[config.mk]
export PLATFORM = sky130hd
export DESIGN_NAME = wb_stage
export DESIGN_NICKNAME = d
export VERILOG_FILES = /design/src/rtl/common_param.sv /design/src/rtl/wb_dest_decode.sv /design/src/rtl/wb_stage.sv
export SDC_FILE = /design/constraint.sdc
export NUM_CORES = 1
export LEC_CHECK = 0
export BUFFER_PORTS_ARGS = -buffer_cell sky130_fd_sc_hd__buf_2
export CAP_MARGIN = 15
export CORE_AREA = 4 4 96 98
export DETAILED_ROUTE_END_ITERATION = 7
export DIE_AREA = 0 0 100 102
export PLACE_DENSITY = 0.76
export SYNTH_ARGS = -nofsm -noshare
export SYNTH_HDL_FRONTEND = slang
export SYNTH_SLANG_ARGS = --single-unit
[constraint.sdc]
create_clock -name CLK -period 2.5 [get_ports CLK]
set_input_delay 0.25 -clock CLK [delete_from_list [all_inputs] [get_ports CLK]]
set_output_delay 0.25 -clock CLK [all_outputs]
set_load 0.01 [all_outputs]
[src/rtl/common_param.sv]
// Shared opcode constants and write-back state encoding for the MIPS datapath.
package common_param;

   localparam logic [5:0] R_FORM = 6'h00;
   localparam logic [5:0] OP_LW  = 6'h23;
   localparam logic [5:0] OP_SW  = 6'h2B;
   localparam logic [5:0] OP_BEQ = 6'h04;
   localparam logic [5:0] OP_BNE = 6'h05;
   localparam logic [5:0] OP_J   = 6'h02;

   localparam logic [1:0] IDLE   = 2'd0;
   localparam logic [1:0] REQ    = 2'd1;
   localparam logic [1:0] WAIT   = 2'd2;
   localparam logic [1:0] COMMIT = 2'd3;

endpackage

[src/rtl/wb_dest_decode.sv]
// Destination-register decode: whether an instruction writes the register file,
// and which register (rd for R-form, rt otherwise).
module wb_dest_decode
   import common_param::*;
#(
   parameter int ADDR_W = 5
) (
   input  logic [31:0]       Ins,
   output logic              writes,
   output logic [ADDR_W-1:0] dest
);

   logic ins_unused_s;
   assign ins_unused_s = ^{Ins[25:21], Ins[10:0]};

   // Opcode lookup for destination field and write qualification
   always_comb begin
      writes = 1'b1;
      dest   = ADDR_W'(Ins[20:16]);
      case (Ins[31:26])
         R_FORM:                      dest   = ADDR_W'(Ins[15:11]);
         OP_SW, OP_BEQ, OP_BNE, OP_J: writes = 1'b0;
         default:                     writes = 1'b1;
      endcase
   end

endmodule

[src/rtl/wb_stage.sv]
// Write-back stage: commits ALU results or loaded words to the register file.
// Optional macro WB_SCOREBOARD_EN adds the Busy_mask read-after-write scoreboard.
module wb_stage
   import common_param::*;
#(
   parameter int DATA_W = 32,
   parameter int ADDR_W = 5
) (
   input  logic              CLK,
   input  logic              RST,
   input  logic              In_valid,
   output logic              In_ready,
   input  logic [31:0]       Ins,
   input  logic [DATA_W-1:0] Alu_res,
   output logic              Mem_req,
   output logic [DATA_W-1:0] Mem_addr,
   input  logic              Mem_gnt,
   input  logic              Mem_rvalid,
   input  logic [DATA_W-1:0] Mem_rdata,
   output logic              Wen,
   output logic [ADDR_W-1:0] Waddr,
   output logic [DATA_W-1:0] Wdata
`ifdef WB_SCOREBOARD_EN
   ,
   output logic [31:0]       Busy_mask
`endif
);

   logic [1:0]        state_r, state_n;
   logic              in_ready_r, in_ready_n;
   logic              mem_req_r, mem_req_n;
   logic [DATA_W-1:0] mem_addr_r, mem_addr_n;
   logic              wen_r, wen_n;
   logic [ADDR_W-1:0] waddr_r, waddr_n;
   logic [DATA_W-1:0] wdata_r, wdata_n;
   logic [ADDR_W-1:0] dest_r, dest_n;
   logic              writes_r, writes_n;

   logic              writes_s;
   logic [ADDR_W-1:0] dest_s;
   logic              accept_s;
   logic              is_lw_s;

   wb_dest_decode #(.ADDR_W(ADDR_W)) u_dec (
      .Ins    (Ins),
      .writes (writes_s),
      .dest   (dest_s)
   );

   assign accept_s = In_valid && in_ready_r;
   assign is_lw_s  = (Ins[31:26] == OP_LW);

   // Next-state and registered-output computation
   always_comb begin
      state_n    = state_r;
      in_ready_n = in_ready_r;
      mem_req_n  = mem_req_r;
      mem_addr_n = mem_addr_r;
      wen_n      = 1'b0;
      waddr_n    = waddr_r;
      wdata_n    = wdata_r;
      dest_n     = dest_r;
      writes_n   = writes_r;
      case (state_r)
         IDLE, COMMIT: begin
            if (accept_s) begin
               if (is_lw_s) begin
                  state_n    = REQ;
                  in_ready_n = 1'b0;
                  mem_req_n  = 1'b1;
                  mem_addr_n = Alu_res;
                  dest_n     = dest_s;
                  writes_n   = writes_s;
               end else begin
                  state_n    = COMMIT;
                  in_ready_n = 1'b1;
                  wen_n      = writes_s && (dest_s != {ADDR_W{1'b0}});
                  waddr_n    = dest_s;
                  wdata_n    = Alu_res;
               end
            end else begin
               state_n    = IDLE;
               in_ready_n = 1'b1;
            end
         end
         REQ: begin
            if (Mem_gnt) begin
               mem_req_n = 1'b0;
               if (Mem_rvalid) begin
                  state_n    = COMMIT;
                  in_ready_n = 1'b1;
                  wen_n      = writes_r && (dest_r != {ADDR_W{1'b0}});
                  waddr_n    = dest_r;
                  wdata_n    = Mem_rdata;
               end else begin
                  state_n = WAIT;
               end
            end else begin
               state_n = REQ;
            end
         end
         WAIT: begin
            if (Mem_rvalid) begin
               state_n    = COMMIT;
               in_ready_n = 1'b1;
               wen_n      = writes_r && (dest_r != {ADDR_W{1'b0}});
               waddr_n    = dest_r;
               wdata_n    = Mem_rdata;
            end else begin
               state_n = WAIT;
            end
         end
         default: begin
            state_n    = IDLE;
            in_ready_n = 1'b1;
            mem_req_n  = 1'b0;
         end
      endcase
   end

   // State and output registers
   always_ff @(posedge CLK or posedge RST) begin
      if (RST) begin
         state_r    <= IDLE;
         in_ready_r <= 1'b0;
         mem_req_r  <= 1'b0;
         mem_addr_r <= {DATA_W{1'b0}};
         wen_r      <= 1'b0;
         waddr_r    <= {ADDR_W{1'b0}};
         wdata_r    <= {DATA_W{1'b0}};
         dest_r     <= {ADDR_W{1'b0}};
         writes_r   <= 1'b0;
      end else begin
         state_r    <= state_n;
         in_ready_r <= in_ready_n;
         mem_req_r  <= mem_req_n;
         mem_addr_r <= mem_addr_n;
         wen_r      <= wen_n;
         waddr_r    <= waddr_n;
         wdata_r    <= wdata_n;
         dest_r     <= dest_n;
         writes_r   <= writes_n;
      end
   end

   assign In_ready = in_ready_r;
   assign Mem_req  = mem_req_r;
   assign Mem_addr = mem_addr_r;
   assign Wen      = wen_r;
   assign Waddr    = waddr_r;
   assign Wdata    = wdata_r;

`ifdef WB_SCOREBOARD_EN
   logic [31:0] busy_r, busy_n;

   // Clear on the committing write, then set for a newly accepted writer
   always_comb begin
      busy_n = busy_r;
      if (wen_r) begin
         busy_n[waddr_r] = 1'b0;
      end else begin
         busy_n = busy_r;
      end
      if (accept_s && writes_s && (dest_s != {ADDR_W{1'b0}})) begin
         busy_n[dest_s] = 1'b1;
      end else begin
         busy_n[0] = 1'b0;
      end
   end

   // Scoreboard register
   always_ff @(posedge CLK or posedge RST) begin
      if (RST) begin
         busy_r <= 32'd0;
      end else begin
         busy_r <= busy_n;
      end
   end

   assign Busy_mask = busy_r;
`endif

endmodule
After elaboration in Yosys (flattened, before gate mapping)
Cells that the tools add are included.

Equality and inequality tests: 12. Multiplexer cells: 31. Reduce and logical (&&, ||, !) cells: 13.

Operator list (count): 2-to-1 mux 32 bit (4); case mux 32 bit (3 select lines) (1); 2-to-1 mux 5 bit (5); case mux 5 bit (3 select lines) (1); 2-to-1 mux 1 bit (13); == test 6 x 3 -> 1 bit, second input constant (2); == test 6 bit, second input constant (2); nonzero test 5 bit (2); inequality test 2 bit, second input constant (4); == test 6 x 2 -> 1 bit, second input constant (1); logical NOT 6 bit (1); 2-to-1 mux 2 bit (3); case mux 1 bit (3 select lines) (2); case mux 2 bit (3 select lines) (1); AND reduction 3 bit (2); == test 2 bit, second input constant (2); AND reduction 4 bit (1); OR reduction 4 bit (1); logical AND 1 bit (3); == test 2 x 1 -> 1 bit, second input constant (1); logical NOT 2 bit (1); case mux 1 bit (2 select lines) (1); nonzero test 2 bit (1); OR reduction 2 bit (1).

Register bits: 80. Input bits: 101. Output and inout port bits: 72.

Depth between registers and ports, before layout
Gate-level depths: netlist of run 1.

Word-level depth: 7. Mapped depth: 7. Mapped depth without buffers: 6.

Modules after synthesis
Synthesis of run 1 repeated with hierarchy kept, for this count alone.

Cell total of the unflattened synthesis: 302. Area total of the unflattened synthesis: 3734.8 um^2.

Modules (own cells, without submodules): wb_stage (times used 1, cells each 288, area each 3597.2 um^2, sequential area each 2001.9 um^2); wb_dest_decode (times used 1, cells each 14, area each 137.6 um^2, sequential area each 0.0 um^2).

Worst setup path before layout of run 1
OpenSTA, ideal clock, no wires.

Path kind: register to register. Start: reg state_r[0]. End: reg waddr_r[4], in the netlist Waddr[4]. Arrival time: 1845 ps. Setup slack: 530 ps. Cell stages (with the launch flop): 8. Buffers on the path: 1. Period minus slack after synthesis: 1970 ps. Cell sequence: dfrtp_1 > inv_1 > ha_1 > nand3_1 > o21bai_2 > a21oi_4 > buf_6 > mux2_2.

Cells in the longest elaborated chain, start to end: 4. Elaborated cells on any way between the ends: 10.

RTL lines: start, declared (line wb_stage.sv:29) `logic [1:0] state_r, state_n;`; start signal, assigned (line wb_stage.sv:134) `state_r <= state_n;`; == test 2 bit or logical NOT 2 bit (tied branches) (line wb_stage.sv:64) `case (state_r)`; OR reduction 2 bit (line wb_stage.sv:64); inequality test 2 bit (no source line); AND reduction 3 bit (no source line); end signal, assigned (line wb_stage.sv:129) `waddr_r <= {ADDR_W{1'b0}};`; end signal, assigned (line wb_stage.sv:139) `waddr_r <= waddr_n;`; end, declared (line wb_stage.sv:34) `logic [ADDR_W-1:0] waddr_r, waddr_n;`.

Several ways; a longest one is shown, not always the timed one. A chain may end at the register's enable or synchronous reset.

Worst setup path after layout of run 1
Start: reg state_r[0]. End: reg wdata_r[27], in the netlist Wdata[27].

Cells in the longest elaborated chain, start to end: 4. Elaborated cells on any way between the ends: 10.

RTL lines: == test 2 bit or logical NOT 2 bit (tied branches) (line wb_stage.sv:64); OR reduction 2 bit (line wb_stage.sv:64); inequality test 2 bit (no source line); AND reduction 3 bit (no source line); end signal, assigned (line wb_stage.sv:130) `wdata_r <= {DATA_W{1'b0}};`; end signal, assigned (line wb_stage.sv:140) `wdata_r <= wdata_n;`; end, declared (line wb_stage.sv:35) `logic [DATA_W-1:0] wdata_r, wdata_n;`.

Several ways; a longest one is shown, not always the timed one.

==> impl_metrics.yaml, run 1 <==
cts:
  cts_tree: "yes"
  root_buffer: "clkbuf_8"
  cts-buffers-inserted: 9
  cts.clk_slew.worst_paths_ps: 90
  clock-sinks: 80
  cts-htree-levels: 3
  insertion_delay_ps: 340
  post_cts_buffers: 0
  cts_max_path_buffers: 2
yosys:
  synth_top_area_cell: "dfrtp_1"
  ys_async_sr_fraction_pct: 100
  synth_top_area_share_pct: 54.2
  ys.flop_type: "dfrtp_1"
  netlist_top_cells_count: "mux2_2, dfrtp_1, nor2_1, a31oi_1, o21ai_0"
  yosysSeqAreaShare_pct: 54.2
  syn-num-nets: 372
  synth_seq_cells: 80
  synth_enable_flop_cells: 0
  syn_inst: 269
  syn-cell-area_mm2: 0.00369
  yosysUniqueCellTypes: 36
  yosysWarnings: 0
  synthTopCellsByArea: "dfrtp_1, mux2_2, buf_6"
  synth_area_per_cell_um2: 13.7
  synth_most_common_cell: "mux2_2"
timing:
  slew_viol_final: 0
  final.period_utilization_pct: 86.3
  fin_tns_setup_ps: 0
  rsz0062_at_grt: "no"
  finalSetupViolCount: 0
  worst_hold_slack_ps: 147
  post-route-worst-setup-slack_ps: 343
  slew_headroom_pct: 58.2
  hold_viol_final: 0
  fmax_ghz: 0.464
  fin_crit_ps: 2160
  skew_ps: 13.8
  tightest_slew_ps: 626
critical_path:
  path_class: "reg -> reg"
  arrival_ps: 2380
  crit_required_ps: 2720
  crit_fanout: 19
  setup.worst_path.start_class: "flop"
  cp_cell_sequence: "inv_1, ha_2, nand3_1, o21bai_2, a21oi_4, buf_4, mux2_2"
  cp_slowest_cell: "mux2_2"
  cp_slowest_stage_delay_ps: 370
  end_kind: "flop"
final_layout:
  final_cell_area_mm2: 0.00481
  num_antenna_cells: 0
  fill_cells: 742
  drive_gt1_share_pct: 65.7
  final_util_pct: 56.8
  syn2layout_area_growth_pct: 30.2
  seq_area_mm2: 0.00200
  multi_input_area_mm2: 0.00158
  instances_no_fill: 543
  fin_nets: 533
die:
  die_area_mm2: 0.0102
  die_h_um: 102
  die_width_um: 100
  fp-row-count: 34
  initial_core_util_pct: 43.6
  ios: 173
  coreArea_mm2: 0.00847
global_route:
  grt_pass1_vias: 2827
  antenna_found_initial: 0
  grt_max_degree: 47
  track_usage_pct: 17.0
  grt_pass1_wl_um: 13800
  overflow: 0
flow_run:
  maxCapViolCount: 0
routing:
  ant_nets: 0
  wl_per_cell_um: 15.8
  wl_um: 8610
  route.detailed.drc: 0
  viasPerCell: 5.03
  drt_iter0_drc: 61
  dr.pass1.iters: 4
  routed-via-count: 2731
pwr:
  p_per_area_mw_per_mm2: 1230
  power_mw: 5.90
  power_leakage_nw: 2.39
  vdd_drop_max_mv: 0.618
placement:
  dp_slack_ps: 317
  dpl_cell_area_mm2: 0.00458
  hpwl_um: 6430
  portBuffers: 156
  dp_cells: 526
  place_congestion: 0.812
min_path:
  hp-class: "in -> reg"
outcome:
  outcome: "finished, final reports clean"
## registers in the layout (all words and copies together), names as in the netlist
signal,flops
Mem_req,1
Wdata,32
Mem_addr,32
Wen,1
dest_r,5
state_r,2
Waddr,5
writes_r,1
In_ready,1
## cells by family after synthesis
| kind of cell | share of synthesized area, % |
|---|---|
| muxes | 30.8 |
| adders and majority gates | 0.677 |
| DFF | 54.2 |
| AOI/OAI and AO/OA | 5.22 |
| and+or+nand+nor | 5.89 |
| buffers and inverters | 3.22 |
## power by group
group	internal [mW]	switching (mW)	total (mW)
clock network	0.523	0.480	1.00
registers	1.82	0.241	2.06
logic	1.53	1.30	2.84
## cell type report
class	instances	share of cell area, %
flip-flops and latches	80	41.6
multi-input cells	171	32.8
repair buffers	163	17.9
clock buffers	11	3.15
well taps	108	2.81
clock inverters	5	1.33
inverters	5	0.416
## path summary, 6_finish.rpt
check	from	end	cells after the start	slack (ps)
min in group asynchronous	RST	Mem_addr[0]$_DFFE_PP0P_	3	510
min	Alu_res[19]	Mem_addr[19]$_DFFE_PP0P_	2	150
max in group asynchronous	RST	dest_r[3]$_DFFE_PP0P_	4	1310
max reg2reg	state_r[0]$_DFF_PP0_	Wdata[27]$_DFFE_PP0P_	7	340
min reg2reg	writes_r$_DFFE_PP0P_	writes_r$_DFFE_PP0P_	1	480
max	state_r[0]$_DFF_PP0_	Wdata[27]$_DFFE_PP0P_	7	340
## per-layer routing
layer	vias to the layer above	track usage (%)	wire, µm
met4	0	5.49	108
met3	9	5.46	724
met5	-	0	0
met2	93	29.3	4350
met1	1337	20.2	3420
li1	1292	-	-
## placed cells by master (no fill, tap or decap), types with 2 or more instances in the layout
cell type / n
mux2_2: 99
or4_1: 3
nor2_1: 17
mux2_1: 2
o21ai_0: 9
dfrtp_1: 80
nand3_1: 6
clkbuf_8: 11
inv_1: 3
a21oi_1: 2
buf_12: 2
buf_4: 4
nand2_1: 2
a31oi_1: 10
buf_2: 156
clkinv_4: 2
nor2b_1: 2
## what timing repair did
item,4_1_cts,5_1_grt
hold buffers,1,0
setup endpoints to repair,0,0
resized for setup,0,0
hold endpoints to repair,34,0
## critical path, delay by kind of cell, from the launching register on
family / cells / cell delay [ps]
compound gates: 2 / 420
fa+ha+maj: 1 / 350
buf+inv: 2 / 340
flops: 1 / 360
mux: 1 / 370
simple gates: 1 / 190
(Power assumes the default switching activity.)
==> run 2, diff against run 1 <==
Settings changed: CORE_AREA 4 4 96 98 to 4 4 116 118, DIE_AREA 0 0 100 102 to 0 0 120 122, PLACE_DENSITY 0.76 to 0.55.
==> run 2 against run 1 <==
Effect of this change: the run now ends with hold timing left; global-route usage is 4.2 points lower; clock-buffer cell count increased by 1; worst hold slack lost 150 ps; first-iteration DRC count up 9.8%; sequential power hardly changed; cell area rose by 3.0%; largest power group unchanged.
==> impl_metrics.yaml, run 2 (synthesis results as in run 1) <==
global_route:
  track_usage_pct: 12.7
  overflow: 0
  grt_pass1_vias: 2907
  grt_pass1_wl_um: 14700
  grt_max_degree: 43
  antenna_found_initial: 0
timing:
  skew_ps: 7.90
  rsz0062_at_grt: "no"
  post-route-worst-setup-slack_ps: 319
  fin_crit_ps: 2180
  fmax_ghz: 0.459
  fin_tns_setup_ps: 0
  worst_hold_slack_ps: -6.25
  final.period_utilization_pct: 87.2
  slew_viol_final: 0
  slew_headroom_pct: 52.4
  tightest_slew_ps: 714
  finalSetupViolCount: 0
  hold_viol_final: 4
critical_path:
  path_class: "reg -> reg"
  crit_required_ps: 2720
  crit_fanout: 21
  arrival_ps: 2400
  cp_slowest_cell: "mux2_2"
  setup.worst_path.start_class: "flop"
  end_kind: "flop"
  reg2reg_depth: 7
  worstReg2RegStart: "state_r[0]$_DFF_PP0_"
  r2r_end: "Wdata[11]$_DFFE_PP0P_"
  cp_slowest_stage_delay_ps: 380
  r2r_slack_ps: 320
  cp_cell_sequence: "inv_1, ha_2, nand3_1, o21bai_2, a21oi_4, buf_4, mux2_2"
outcome:
  outcome: "finished, violations left"
  failed_checks: "hold timing"
routing:
  wl_per_cell_um: 15.0
  wl_um: 9130
  routed-via-count: 2746
  viasPerCell: 4.52
  ant_nets: 0
  route.detailed.drc: 0
  dr.pass1.iters: 4
  drt_iter0_drc: 67
pwr:
  p_per_area_mw_per_mm2: 1250
  vdd_drop_max_mv: 0.649
  power_leakage_nw: 2.43
final_layout:
  instances_no_fill: 607
  layout_commonest_cell: "buf_2"
  num_antenna_cells: 0
  syn2layout_area_growth_pct: 34.0
  final_cell_mix: "buf_2, mux2_2, dfrtp_1"
  fin_nets: 533
  drive_gt1_share_pct: 66.0
  final_util_pct: 39.7
min_path:
  hp-class: "in -> async"
cts:
  cts-htree-levels: 3
  root_buffer: "clkbuf_16"
  post_cts_buffers: 0
  cts.clk_slew.worst_paths_ps: 60
  cts_tree: "yes"
  cts_max_path_buffers: 2
  clock-sinks: 80
  insertion_delay_ps: 340
  cts_hold_buffers: 0
  cts-buffers-inserted: 9
  cts_resized: 0
die:
  die_width_um: 120
  die_area_mm2: 0.0146
  initial_core_util_pct: 29.6
  coreArea_mm2: 0.0125
  die_h_um: 122
  ios: 173
  fp-row-count: 41
placement:
  dp_cells: 591
  hpwl_um: 6880
  dp_slack_ps: 318
  portBuffers: 156
  place_congestion: 0.778
flow_run:
  maxCapViolCount: 0
## run 2: cell types whose count changed in the layout (fill, tap and decap cells not counted)
cell	delta
buf_12	-1
buf_4	+2
bufinv_16	-1
clkbuf_16	+9
clkbuf_8	-8
clkinv_2	+2
clkinv_4	-2
dlygate4sd3_1	-1
## run 2: per-stage QoR
| stage | cell area, µm² | total power [mW] |
|---|---|---|
| 2_1_floorplan | 3690 | 4.10 |
| 3_3_place_gp | 4660 | 4.93 |
| 3_5_place_dp | 4660 | 5.00 |
| 4_1_cts | 4950 | 6.32 |
| 5_1_grt | 4950 | 6.65 |
| 6_report | 4950 | 6.18 |
## run 2: worst max-delay path: cells and delay by family, from the launching register on
family	cells	cell delay, ps
AOI/OAI and AO/OA	2	420
DFF	1	350
muxes	1	380
adders and majority gates	1	320
buffers and inverters	2	360
and+or+nand+nor	1	200
## run 2: cell type report
class | instances | area (µm²)
Clock inverter | 4 | 26.3
Sequential cell | 80 | 2000
Inverter | 5 | 20.0
Fill cell | 1245 | 7510
Multi-Input combinational cell | 171 | 1580
Clock buffer | 12 | 267
Tap cell | 172 | 215
Timing Repair Buffer | 163 | 846
## run 2: how the worst max path moves through the flow
stage                              start                    end  slack [ps]  cells past startpoint
finish              state_r[0]$_DFF_PP0_  Wdata[11]$_DFFE_PP0P_         320                      7
global route        state_r[0]$_DFF_PP0_  Wdata[10]$_DFFE_PP0P_         210                      7
CTS                 state_r[0]$_DFF_PP0_  Wdata[11]$_DFFE_PP0P_         290                      7
detailed placement  state_r[0]$_DFF_PP0_  Wdata[10]$_DFFE_PP0P_         320                      7
global placement    state_r[0]$_DFF_PP0_   Wdata[8]$_DFFE_PP0P_         320                      7
floorplan                            RST   In_ready$_DFFE_PP0P_         200                      1
## run 2: per-layer routing
metal  share of wire (%)  vias up  track usage, %
li1                    -     1298               -
met1                  41     1343            15.3
met2                  49       90            20.6
met3                 7.2       15            4.27
met4                 2.1        0            6.08
met5                   0        -               0
## run 2: power by group
| part | switching, mW | internal (mW) |
|---|---|---|
| Combinational | 1.31 | 1.53 |
| Sequential | 0.250 | 1.82 |
| Clock | 0.521 | 0.754 |
==> run 3, diff against run 2 <==
Settings changed: BUFFER_PORTS_ARGS -buffer_cell sky130_fd_sc_hd__buf_2 to -buffer_cell sky130_fd_sc_hd__clkbuf_2.
==> run 3 against run 2 <==
Effect of this change: the run now ends clean; combinational power about the same; clock skew down 4.8 ps; clock power down 4%; non-clock buffer count up 1; die area unchanged; critical path depth unchanged; clock-buffer cell count down 1; core utilization down 0.060 points; sequential power about the same; setup slack better by 2.6 ps; via count up 0.62%.
==> impl_metrics.yaml, run 3 (synthesis results as in run 1) <==
timing:
  rsz0062_at_grt: "no"
  slew_viol_final: 0
  finalSetupViolCount: 0
  post-route-worst-setup-slack_ps: 322
  slew_headroom_pct: 61.6
  worst_hold_slack_ps: 148
  hold_viol_final: 0
  fin_tns_setup_ps: 0
  final.period_utilization_pct: 87.1
  fin_crit_ps: 2180
  tightest_slew_ps: 576
  skew_ps: 3.09
  fmax_ghz: 0.459
flow_run:
  maxCapViolCount: 0
critical_path:
  startpoint: "state_r[0]$_DFF_PP0_"
  worstReg2RegStart: "state_r[0]$_DFF_PP0_"
  arrival_ps: 2400
  crit_cells: 7
  worst-path-buf-inv: 2
  r2r_end: "Wdata[14]$_DFFE_PP0P_"
  cp_cell_sequence: "inv_1, ha_2, nand3_1, o21bai_2, a21oi_4, buf_4, mux2_2"
  reg2reg_depth: 7
  end_kind: "flop"
  cp_slowest_cell: "mux2_2"
  cp_slowest_stage_delay_ps: 380
  setup.worst_path.start_class: "flop"
  critPathTopFamily: "compound AO/OA/AOI/OAI gates"
  endpoint: "Wdata[14]$_DFFE_PP0P_"
  crit_required_ps: 2720
  path_class: "reg -> reg"
  crit_fanout: 21
  r2r_slack_ps: 320
placement:
  dp_slack_ps: 315
  place_congestion: 0.768
  dp_cells: 591
  hpwl_um: 6810
  portBuffers: 156
die:
  fp-row-count: 41
  initial_core_util_pct: 29.6
  ios: 173
  die_width_um: 120
  die_area_mm2: 0.0146
  die_h_um: 122
  coreArea_mm2: 0.0125
pwr:
  seqPwrFrac_pct: 34.0
  clkPwrFrac_pct: 19.9
  vdd_drop_max_mv: 0.487
  power_leakage_nw: 2.42
  swShare_pct: 34.2
  p_int_mw: 4.04
  comb_power_share_pct: 46.1
  p_switching_mw: 2.10
  power_mw: 6.13
  p_per_area_mw_per_mm2: 1240
global_route:
  grt_pass1_vias: 2883
  overflow: 0
  grt_pass1_wl_um: 14500
  antenna_found_initial: 0
  grt_max_degree: 51
  track_usage_pct: 12.6
cts:
  cts_max_path_buffers: 2
  cts.clk_slew.worst_paths_ps: 60
  clock-sinks: 80
  insertion_delay_ps: 340
  cts-buffers-inserted: 9
  cts_resized: 0
  cts_hold_buffers: 1
  cts_tree: "yes"
  cts-htree-levels: 3
  root_buffer: "clkbuf_16"
  post_cts_buffers: 0
routing:
  routed-via-count: 2763
  drt_iter0_drc: 75
  wl_per_cell_um: 14.9
  route.detailed.drc: 0
  wl_um: 9080
  ant_nets: 0
  viasPerCell: 4.54
  dr.pass1.iters: 4
final_layout:
  drive_gt1_share_pct: 65.6
  final_cell_mix: "clkbuf_2, mux2_2, dfrtp_1"
  layout_commonest_cell: "clkbuf_2"
  num_antenna_cells: 0
  syn2layout_area_growth_pct: 33.8
  instances_no_fill: 608
  fin_nets: 534
outcome:
  outcome: "finished, final reports clean"
min_path:
  hp-class: "in -> reg"
run 3: cell count changes in the layout (fill, tap and decap cells not counted), sizes merged:
| cell | previous run | this run |
|---|---|---|
| dlygate4sd3 | 0 | 1 |
| clkinvlp | 1 | 3 |
| inv | 5 | 4 |
| clkbuf | 12 | 167 |
| buf | 163 | 7 |
run 3: per-layer routing:
metal | track usage [%] | vias up | wire length, µm
met1 | 15.2 | 1352 | 3850
met5 | 0 | - | 0
met2 | 20.7 | 99 | 4410
met3 | 3.76 | 12 | 649
li1 | - | 1300 | -
met4 | 6.08 | 0 | 170
run 3: metrics by stage:
step                      util (%)  instance area (µm²)
after floorplan                  -                 3690
after global placement        37.4                 4660
after detailed placement      37.4                 4660
after CTS                     39.7                 4940
after global routing          39.7                 4940
final                         39.7                 4940
run 3: cell type report:
class	count	area, µm²
fillers	1223	7520
flip-flops and latches	80	2000
clock inverters	5	32.5
well taps	172	215
clock buffers	11	243
repair buffers	164	856
inverters	5	20.0
multi-input cells	171	1580
run 3: how the worst min path moves through the flow:
stage / startpoint / end / slack, ps / cells past startpoint
after global placement: RST / Mem_addr[23]$_DFFE_PP0P_ / 310 / 2
after detailed placement: RST / Mem_addr[23]$_DFFE_PP0P_ / 320 / 2
after CTS: Alu_res[7] / Mem_addr[7]$_DFFE_PP0P_ / 130 / 2
after floorplan: Alu_res[7] / Mem_addr[7]$_DFFE_PP0P_ / 380 / 1
final: Alu_res[7] / Mem_addr[7]$_DFFE_PP0P_ / 150 / 2
after global routing: Alu_res[13] / Mem_addr[13]$_DFFE_PP0P_ / 150 / 2
run 3: power groups by stage:
stage	registers [mW]	logic, mW	clock network (mW)
final	2.08	2.83	1.22
after CTS	2.09	2.91	1.26
after floorplan	2.29	1.81	0
after global placement	2.08	2.86	0
after detailed placement	2.11	2.90	0
after global routing	2.15	3.10	1.33
